**src/rtl/mdu_pkg.sv**
```systemverilog
`default_nettype none
// ============================================================================
//  Module      : mdu_pkg
//  Description : Shared definitions for the multiply/divide unit: operation
//                encodings, FSM state type and iteration count.
//  Revision    : 1.0 - initial release
// ============================================================================
package mdu_pkg;

    localparam logic [1:0] OP_MULT  = 2'b00;
    localparam logic [1:0] OP_MULTU = 2'b01;
    localparam logic [1:0] OP_DIV   = 2'b10;
    localparam logic [1:0] OP_DIVU  = 2'b11;

    localparam int MDU_ITERS = 32;

    typedef enum logic [1:0] {
        ST_IDLE  = 2'd0,
        ST_CALC  = 2'd1,
        ST_FIXUP = 2'd2
    } mdu_state_t;

    // Signed variants treat operands as two's complement
    function automatic logic op_is_signed(input logic [1:0] op);
        return (op == OP_MULT) || (op == OP_DIV);
    endfunction

    // Divide variants use the restoring shift-subtract datapath
    function automatic logic op_is_div(input logic [1:0] op);
        return (op == OP_DIV) || (op == OP_DIVU);
    endfunction

endpackage
`default_nettype wire

```
**src/rtl/mdu_sign_fix.sv**
```systemverilog
`default_nettype none
// ============================================================================
//  Module      : mdu_sign_fix
//  Description : 64-bit conditional two's-complement negation. Used to form
//                operand magnitudes on entry and to restore result signs.
//  Revision    : 1.0 - initial release
// ============================================================================
module mdu_sign_fix (
    input  logic [63:0] din,
    input  logic        neg,
    output logic [63:0] dout
);

    assign dout = neg ? (64'd0 - din) : din;

endmodule
`default_nettype wire

```
**src/rtl/mult_div_unit.sv**
```systemverilog
`default_nettype none
// ============================================================================
//  Module      : mult_div_unit
//  Description : Iterative 32x32 multiply / 32/32 divide unit with HI/LO
//                result registers. One bit per clock over 32 iterations on a
//                shared 64-bit accumulator, bracketed by an operand-entry
//                edge and a sign-fixup edge (34 cycles start to done).
//  Revision    : 1.0 - initial release
// ============================================================================
module mult_div_unit
    import mdu_pkg::*;
(
    input  logic        clk,
    input  logic        rst_n,
    input  logic        start,
    input  logic [1:0]  op,
    input  logic [31:0] a,
    input  logic [31:0] b,
    input  logic        hi_we,
    input  logic        lo_we,
    input  logic [31:0] wdata,
    output logic        busy,
    output logic        done,
    output logic [31:0] hi,
    output logic [31:0] lo,
    output logic        div_by_zero
);

    localparam logic [5:0] c_last_iter = 6'(MDU_ITERS - 1);

    mdu_state_t  r_state;
    logic [63:0] r_acc;       // multiply: {partial, multiplier}; divide: {remainder, quotient}
    logic [31:0] r_opb;       // |b|: multiplicand or divisor
    logic [31:0] r_a_raw;     // original a, returned in HI on divide-by-zero
    logic [5:0]  r_cnt;
    logic        r_is_div;
    logic        r_neg_res;   // product / quotient needs negation
    logic        r_neg_rem;   // remainder needs negation (follows sign of a)
    logic        r_b_zero;
    logic        r_busy;
    logic        r_done;
    logic        r_dbz;
    logic [31:0] r_hi;
    logic [31:0] r_lo;

    logic        w_signed;
    logic [63:0] w_abs_a;
    logic [63:0] w_abs_b;
    logic        w_b_zero;
    logic [32:0] w_mul_add;
    logic [63:0] w_mul_next;
    logic [33:0] w_div_sub;
    logic [63:0] w_div_next;
    logic [63:0] w_fix_prod;
    logic [63:0] w_fix_rem;
    logic        w_unused_bits;

    assign w_signed = op_is_signed(op);

    // Magnitudes: sign-extend signed operands so the negated value is a
    // clean zero-extended |x| across all 64 bits.
    mdu_sign_fix u_abs_a (
        .din  (w_signed ? {{32{a[31]}}, a} : {32'd0, a}),
        .neg  (w_signed & a[31]),
        .dout (w_abs_a)
    );

    mdu_sign_fix u_abs_b (
        .din  (w_signed ? {{32{b[31]}}, b} : {32'd0, b}),
        .neg  (w_signed & b[31]),
        .dout (w_abs_b)
    );

    assign w_b_zero = (w_abs_b == 64'd0);

    // Shift-add step: add multiplicand into the upper half when the current
    // multiplier bit is set, then shift the whole accumulator right.
    assign w_mul_add  = {1'b0, r_acc[63:32]} + (r_acc[0] ? {1'b0, r_opb} : 33'd0);
    assign w_mul_next = {w_mul_add, r_acc[31:1]};

    // Restoring divide step: trial-subtract divisor from the shifted partial
    // remainder; keep the difference and shift in a 1 when it does not borrow.
    assign w_div_sub  = {1'b0, r_acc[63:31]} - {2'b00, r_opb};
    assign w_div_next = w_div_sub[33] ? {r_acc[62:0], 1'b0}
                                      : {w_div_sub[31:0], r_acc[30:0], 1'b1};

    // Full 64-bit negation covers the product; its low half is also the
    // negated quotient since low bits of a negation depend only on low bits.
    mdu_sign_fix u_fix_prod (
        .din  (r_acc),
        .neg  (r_neg_res),
        .dout (w_fix_prod)
    );

    mdu_sign_fix u_fix_rem (
        .din  ({32'd0, r_acc[63:32]}),
        .neg  (r_neg_rem),
        .dout (w_fix_rem)
    );

    // Bits that are structurally present but carry no information
    assign w_unused_bits = ^{w_fix_rem[63:32], w_div_sub[32]};

    // Control FSM, iterative datapath and HI/LO result registers
    always_ff @(posedge clk or negedge rst_n) begin
        if (!rst_n) begin
            r_state   <= ST_IDLE;
            r_acc     <= 64'd0;
            r_opb     <= 32'd0;
            r_a_raw   <= 32'd0;
            r_cnt     <= 6'd0;
            r_is_div  <= 1'b0;
            r_neg_res <= 1'b0;
            r_neg_rem <= 1'b0;
            r_b_zero  <= 1'b0;
            r_busy    <= 1'b0;
            r_done    <= 1'b0;
            r_dbz     <= 1'b0;
            r_hi      <= 32'd0;
            r_lo      <= 32'd0;
        end else begin
            r_done <= 1'b0;
            case (r_state)
                ST_IDLE: begin
                    if (start) begin
                        r_acc     <= w_abs_a;
                        r_opb     <= w_abs_b[31:0];
                        r_a_raw   <= a;
                        r_is_div  <= op_is_div(op);
                        r_neg_res <= w_signed & (a[31] ^ b[31]);
                        r_neg_rem <= w_signed & a[31];
                        r_b_zero  <= w_b_zero;
                        r_cnt     <= 6'd0;
                        r_busy    <= 1'b1;
                        r_dbz     <= 1'b0;
                        r_state   <= ST_CALC;
                    end else begin
                        if (hi_we) r_hi <= wdata;
                        if (lo_we) r_lo <= wdata;
                    end
                end
                ST_CALC: begin
                    r_acc <= r_is_div ? w_div_next : w_mul_next;
                    r_cnt <= r_cnt + 6'd1;
                    if (r_cnt == c_last_iter) begin
                        r_state <= ST_FIXUP;
                    end
                end
                ST_FIXUP: begin
                    if (r_is_div) begin
                        if (r_b_zero) begin
                            r_hi <= r_a_raw;
                            r_lo <= 32'hFFFF_FFFF;
                        end else begin
                            r_hi <= w_fix_rem[31:0];
                            r_lo <= w_fix_prod[31:0];
                        end
                    end else begin
                        r_hi <= w_fix_prod[63:32];
                        r_lo <= w_fix_prod[31:0];
                    end
                    r_dbz   <= r_is_div & r_b_zero;
                    r_done  <= 1'b1;
                    r_busy  <= 1'b0;
                    r_state <= ST_IDLE;
                end
                default: r_state <= ST_IDLE;
            endcase
        end
    end

    assign busy        = r_busy;
    assign done        = r_done;
    assign hi          = r_hi;
    assign lo          = r_lo;
    assign div_by_zero = r_dbz;

endmodule
`default_nettype wire

```
**config.mk**
```make
export PLATFORM = sky130hd
export DESIGN_NAME = mult_div_unit
export DESIGN_NICKNAME = d
export VERILOG_FILES = /design/src/rtl/mdu_pkg.sv /design/src/rtl/mdu_sign_fix.sv /design/src/rtl/mult_div_unit.sv
export SDC_FILE = /design/constraint.sdc
export NUM_CORES = 1
export LEC_CHECK = 0
export CAP_MARGIN = 5
export CORE_UTILIZATION = 27
export CTS_CLUSTER_DIAMETER = 60
export CTS_CLUSTER_SIZE = 24
export DETAILED_ROUTE_END_ITERATION = 12
export DONT_BUFFER_PORTS = 1
export GPL_ROUTABILITY_DRIVEN = 0
export MAX_ROUTING_LAYER = met4
export PLACE_DENSITY = 0.45
export SYNTH_ARGS = -nofsm -noshare
export SYNTH_HDL_FRONTEND = slang
export SYNTH_HIERARCHICAL = 1
export SYNTH_SLANG_ARGS = --single-unit
```
**constraint.sdc**
```tcl
create_clock -name clk -period 3.6 [get_ports clk]
set_input_delay 0.54 -clock clk [delete_from_list [all_inputs] [get_ports clk]]
set_output_delay 0.54 -clock clk [all_outputs]
set_load 0.02 [all_outputs]
```
After elaboration in Yosys (flattened, before gate mapping)
Cells that the tools add are included.
Storage, ports and cells
  bits in registers: 207
  latch bits: 0
  bits in writable memories: 0
  ROM bits: 0
  output and inout port bits: 67
  word-level logic and storage cells: 80
  memories kept: 0
Operators by class
  add/sub/neg operators: 7
  $mul: 0
  divide/modulo/power cells: 0
  order comparisons: 0
  eq/ne operators: 10
  shift operators: 0
  mux-type cells: 31
  bitwise logic cells: 5
  reductions and logical operators: 13
Operator list (number)
  two-way mux 64 bit: 8
  two-way mux 32 bit: 10
  subtractor 1 x 64 -> 64 bit, first input constant: 3
  one-hot mux 32 bit (2 select lines): 2
  one-hot mux 64 bit (2 select lines): 1
  zero test 64 bit: 1
  subtractor 33 x 32 -> 34 bit: 1
  adder 32 x 32 -> 33 bit: 1
  subtractor 1 x 32 -> 32 bit, first input constant: 1
  one-hot mux 6 bit (2 select lines): 1
  != test 2 bit, second input constant: 5
  AND reduction 2 bit: 4
  adder 6 x 1 -> 6 bit, second input constant: 1
  == test 2 bit, second input constant: 3
  == test 6 x 5 -> 1 bit, second input constant: 1
  two-way mux 6 bit: 1
  AND reduction 3 bit: 2
  bitwise AND 1 bit: 4
  zero test 2 bit: 2
  two-way mux 2 bit: 2
  one-hot mux 1 bit (2 select lines): 2
  one-hot mux 2 bit (2 select lines): 1
  nonzero test 2 bit: 2
  two-way mux 1 bit: 3
  other kinds (3): 4

Longest topological paths before layout
  depth after elaboration: 7
  depth in mapped cells: 14
  gate-level depth less buffers: 12

By module
The synthesis kept the hierarchy.
Modules (own cells, without submodules)
  mult_div_unit: times used 1, cells each 1710, area each 13945.9 µm², seq. area each 5180.0 µm²
  mdu_sign_fix: times used 4, cells each 198, area each 1453.9 µm², seq. area each 0.0 µm²

Worst setup path after synthesis
Ideal clock, no wire load.
  path kind: in2reg
  start: input op[0]
  end: register r_b_zero
  setup time: 67 ps
  arrival: 6971 ps
  data required time: 3533 ps
  path slack: -3438 ps
  cell stages on the path: 12
  cells stage by stage: nor2b_1 > or4_1 > or2_2 > clkbuf_1 > clkbuf_1 > o41ai_1 > xnor2_1 > nor4_1 > nand2_1 > nor4_1 > nand4_1 > nand2_1
On the way
  word-level cells in the longest chain between the ends: 6
  elaborated cells between the ends (all ways): 8
Ends and longest elaborated chain
  start, declared: line mult_div_unit.sv:16  | input logic [1:0] op,
  == test 2 bit or zero test 2 bit (tied branches): line mdu_pkg.sv:25  | return (op == OP_MULT) || (op == OP_DIV);
  logical OR 1 bit (*): line mdu_pkg.sv:25
  two-way mux 64 bit: line mult_div_unit.sv:69  | .din (w_signed ? {{32{b[31]}}, b} : {32'd0, b}),
  subtractor 1 x 64 -> 64 bit: line mdu_sign_fix.sv:14  | assign dout = neg ? (64'd0 - din) : din;
  two-way mux 64 bit (*): line mdu_sign_fix.sv:14
  named net w_abs_b[39]: line mult_div_unit.sv:48  | logic [63:0] w_abs_b;
  zero test 64 bit (*): line mult_div_unit.sv:74  | assign w_b_zero = (w_abs_b == 64'd0);
  end signal, assigned: line mult_div_unit.sv:132  | r_b_zero <= w_b_zero;
  end, declared: line mult_div_unit.sv:39  | logic r_b_zero;
The timed path passes the listed nets; every way through them passes the cells marked *.
A chain may end at the register's enable or synchronous reset.

Worst setup path after layout
  start: register r_opb[0]
  end: register r_acc[62]
On the way
  word-level cells in the longest chain between the ends: 4
  elaborated cells between the ends (all ways): 6
Ends and longest elaborated chain
  start, declared: line mult_div_unit.sv:33  | logic [31:0] r_opb;
  start signal, assigned: line mult_div_unit.sv:127  | r_opb <= w_abs_b[31:0];
  subtractor 33 x 32 -> 34 bit or two-way mux 32 bit (tied branches): line mult_div_unit.sv:83, mult_div_unit.sv:78
  two-way mux 64 bit or adder 32 x 32 -> 33 bit (tied branches): line mult_div_unit.sv:84, mult_div_unit.sv:78
  two-way mux 64 bit (*): line mult_div_unit.sv:143  | r_acc <= r_is_div ? w_div_next : w_mul_next;
  one-hot mux 64 bit (2 select lines) (*): line mult_div_unit.sv:123  | case (r_state)
  end signal, assigned: line mult_div_unit.sv:126  | r_acc <= w_abs_a;
  end signal, assigned: line mult_div_unit.sv:143
  end, declared: line mult_div_unit.sv:32  | logic [63:0] r_acc;
Mark *: on every way between the ends. The rest lies on a longest branch, timed or not.

==> impl.org <==
** Die
- For this configuration, the core starts out at a cell density of 0.275.
- Chip Height :: 267 microns
- Core Rows :: 96
- The die covers between 70000 and 80000 sq um.
- The die is 267 microns wide.
- The floorplan step defined a core boundary enclosing slightly below 70000 sq um.
- between 150 and 200 I/O pins were placed.

** Setup path
- Data on the critical path is required at its endpoint by ~4.0 ns.
- The worst register-to-register path has a depth of 12.
- For the worst setup path, the data arrival time is approximately 3.9 ns.
- Reg-to-reg endpoint :: r_acc[62]$_DFFE_PN0P_
- The startpoint identified for the worst register-to-register timing path is r_opb[0]$_DFFE_PN0P_.
- The worst register-to-register path has a setup slack of approximately 0.18 ns.
- The worst setup path is captured at a flip-flop.
- Of all nets on the critical path, the largest fanout is 4.
- Setup CP Type :: reg2reg
- Startpoint kind of the worst setup timing path :: flip-flop

** Placed design
- HPWL Detailed :: around 50000 microns
- Area of placed instances :: 21000 sq um
- Port buffering added 0 buffers.

** Timing
- Final period demand of the worst path :: 3.42 ns
- The hold violation total from the final report is approximately 210.
- The worst pin sits at a relative slew slack of 0.262.
- Hold timing on the final database bottoms out at a slack of -0.309 ns.
- Count of final max-slew check failures :: 0
- Clk_skew :: 0.0201 ns
- Based on the critical path, the design can be clocked at up to around 290 MHz.
- Setup violations remaining at the end of the flow were counted as 0.
- For the pin with the worst max-slew slack, the measured transition is roughly 1.1 ns.
- Post-route clock period utilization :: 0.951

** Pwr
- Cell leakage power :: roughly 9 nW
- Power spread over the standard cell area amounts to ~880 nW/um^2.
- Maximum vdd drop :: 323 uV

** Route
- Dividing the detail-routed via count by the number of cells gives a little over 5.
- Summing over every cut layer, the via total after detailed routing is 17812.
- The detailed router finished its first iteration with between 1000 and 1500 violations.
- Length of the first detailed-routing pass in iterations :: 7
- Dividing the detail-routed wire length by the instance count gives 19.1 microns.
- The final layout contains routed wiring with a total length of around 66000 microns.
- DR DRC count :: 0
- Antenna Nets Post-Route :: 0

** Clock network
- Clock-pin slew was measured on the worst setup and hold paths at 0.06 ns.
- CTS Buffer Depth :: 3
- In this run, CTS created clock tree buffers numbering 34.
- Total number of H-tree levels :: 2
- TritonCTS built the clock tree.
- Clock latency on the worst-skew pair, taken at its later pin, is between 0.5 and 0.6 ns.
- Root buffer cell :: sky130_fd_sc_hd__clkbuf_16
- The tree built by TritonCTS fans out to ~210 sinks.

** GRT
- The first global-routing pass estimated around 100000 microns of wire.
- Antenna violations before repair :: 1
- The number of global-route vias before repair is between 15000 and 20000.
- Across every metal layer, demand over resource in global routing totals 0.187.
- For met3 alone, demand over resource in global routing was 0.0370.
- Largest net degree at the start of global routing :: around 210
- met2 is the most crowded layer.
- For this run, global-route usage on met2 was measured as 0.293.
- Overflow left after global routing :: 0
- Met1 usage :: 0.245

** Outcome
- The run finished, with violations left.
- The checks that failed: negative hold slack.

** Finish
- The final layout contains 2650 nets.
- The finished cells cover about 22000 sq um.
- At the end of the flow the core is filled with cells to 0.322.
- Relative to the synthesized area, the layout overhead comes to 17.1%.
- Leaving out fill and tap cells, the most frequent cell in the layout is sky130_fd_sc_hd__nand2_1.
- In the final layout, the share of cells above drive strength 1 is 0.132.
- The top cell types in the final layout, fill and taps aside, are sky130_fd_sc_hd__nand2_1, sky130_fd_sc_hd__xnor2_1, sky130_fd_sc_hd__o21ai_0.

** Synth
- Synthesis produced ~2400 cells.
- Syn_area_per_cell :: 7.90 sq um
- Summed instance area of the synthesized netlist :: 19000 sq um
- Synthesis produced a netlist with a net count of approximately 2600.
- For this run, the number of Yosys warnings is 6.

** Job
- The tool flagged a number of max-cap violations equal to 0.

** Hold path
- In this run the worst hold path is classified as in2async.
[flip-flops by register name, indices dropped and copies added (netlist names)]
register,count
busy,1
lo,32
r_b_zero,1
r_a_raw,32
r_opb,32
r_neg_res,1
r_state,2
r_is_div,1
hi,32
done,1
r_acc,64
r_neg_rem,1
r_cnt,6
div_by_zero,1
[power breakdown]
| part | total, mW | internal [mW] | leakage (nW) | switching (mW) |
|---|---|---|---|---|
| clock network | 3.58 | 2.20 | 0.579 | 1.37 |
| logic | 11.3 | 5.00 | 5.67 | 6.32 |
| registers | 4.63 | 3.20 | 2.51 | 1.43 |
[critical path, stage by stage (launching register included)]
cell and delay (ns):
sky130_fd_sc_hd__dfrtp_1 0.46, sky130_fd_sc_hd__ha_1 0.27, sky130_fd_sc_hd__fa_1 0.42, sky130_fd_sc_hd__nor2b_1 0.22, sky130_fd_sc_hd__o2111ai_1 0.18, sky130_fd_sc_hd__a311oi_1 0.31, sky130_fd_sc_hd__buf_4 0.18, sky130_fd_sc_hd__a211oi_1 0.11
sky130_fd_sc_hd__o211ai_1 0.34, sky130_fd_sc_hd__nand3_1 0.22, sky130_fd_sc_hd__mux2i_1 0.24, sky130_fd_sc_hd__nor4_1 0.08, sky130_fd_sc_hd__a211o_1 0.28
[per-stage QoR]
step / setup TNS [ns] / worst slack (ns) / power, mW / std cells
after global routing: -0.00289 / -0.00289 / 21.1 / 3433
after global placement: -0.0767 / -0.0767 / 15.7 / 3370
final: 0 / 0.176 / 19.5 / 3433
after CTS: 0 / 0.0410 / 19.5 / 3431
after detailed placement: -0.0490 / -0.0490 / 15.8 / 3370
after floorplan: -0.142 / -0.142 / 12.3 / 2404
[timing repair]
action	in CTS	in global routing
resized for setup	0	9
endpoints found under the setup margin	0	10
buffers inserted	0	1
endpoints found under the hold margin	207	207
[per-layer routing]
layer	share of wire	vias up
li1	-	8916
met1	0.47	8390
met5	0	-
met4	0.020	0
met2	0.45	431
met3	0.059	75
[worst max path at each step]
| stage | startpoint | endpoint | slack, ns | depth (start not counted) |
|---|---|---|---|---|
| after floorplan | b[31] | r_b_zero$_DFFE_PN0P_ | -0.14 | 11 |
| after global placement | b[6] | r_b_zero$_DFFE_PN0P_ | -0.08 | 12 |
| after detailed placement | b[31] | r_b_zero$_DFFE_PN0P_ | -0.05 | 12 |
| after CTS | r_acc[0]$_DFFE_PN0P_ | hi[1]$_DFFE_PN0P_ | 0.04 | 13 |
| after global routing | r_opb[0]$_DFFE_PN0P_ | r_acc[60]$_DFFE_PN0P_ | -0.003 | 12 |
| final | r_opb[0]$_DFFE_PN0P_ | r_acc[62]$_DFFE_PN0P_ | 0.18 | 12 |
[final cells by class]
cell class                 count  area [sq um]
antenna                        1          2.50
clock buffer                  37           893
clock inverter                24           322
fill                        7391         46800
inverter                      60           225
multi-input combinational   1986         13000
sequential                   207          5190
tap                          931          1160
timing repair buffer         187          1470
Note: power is estimated with default switching activity, not from simulation.
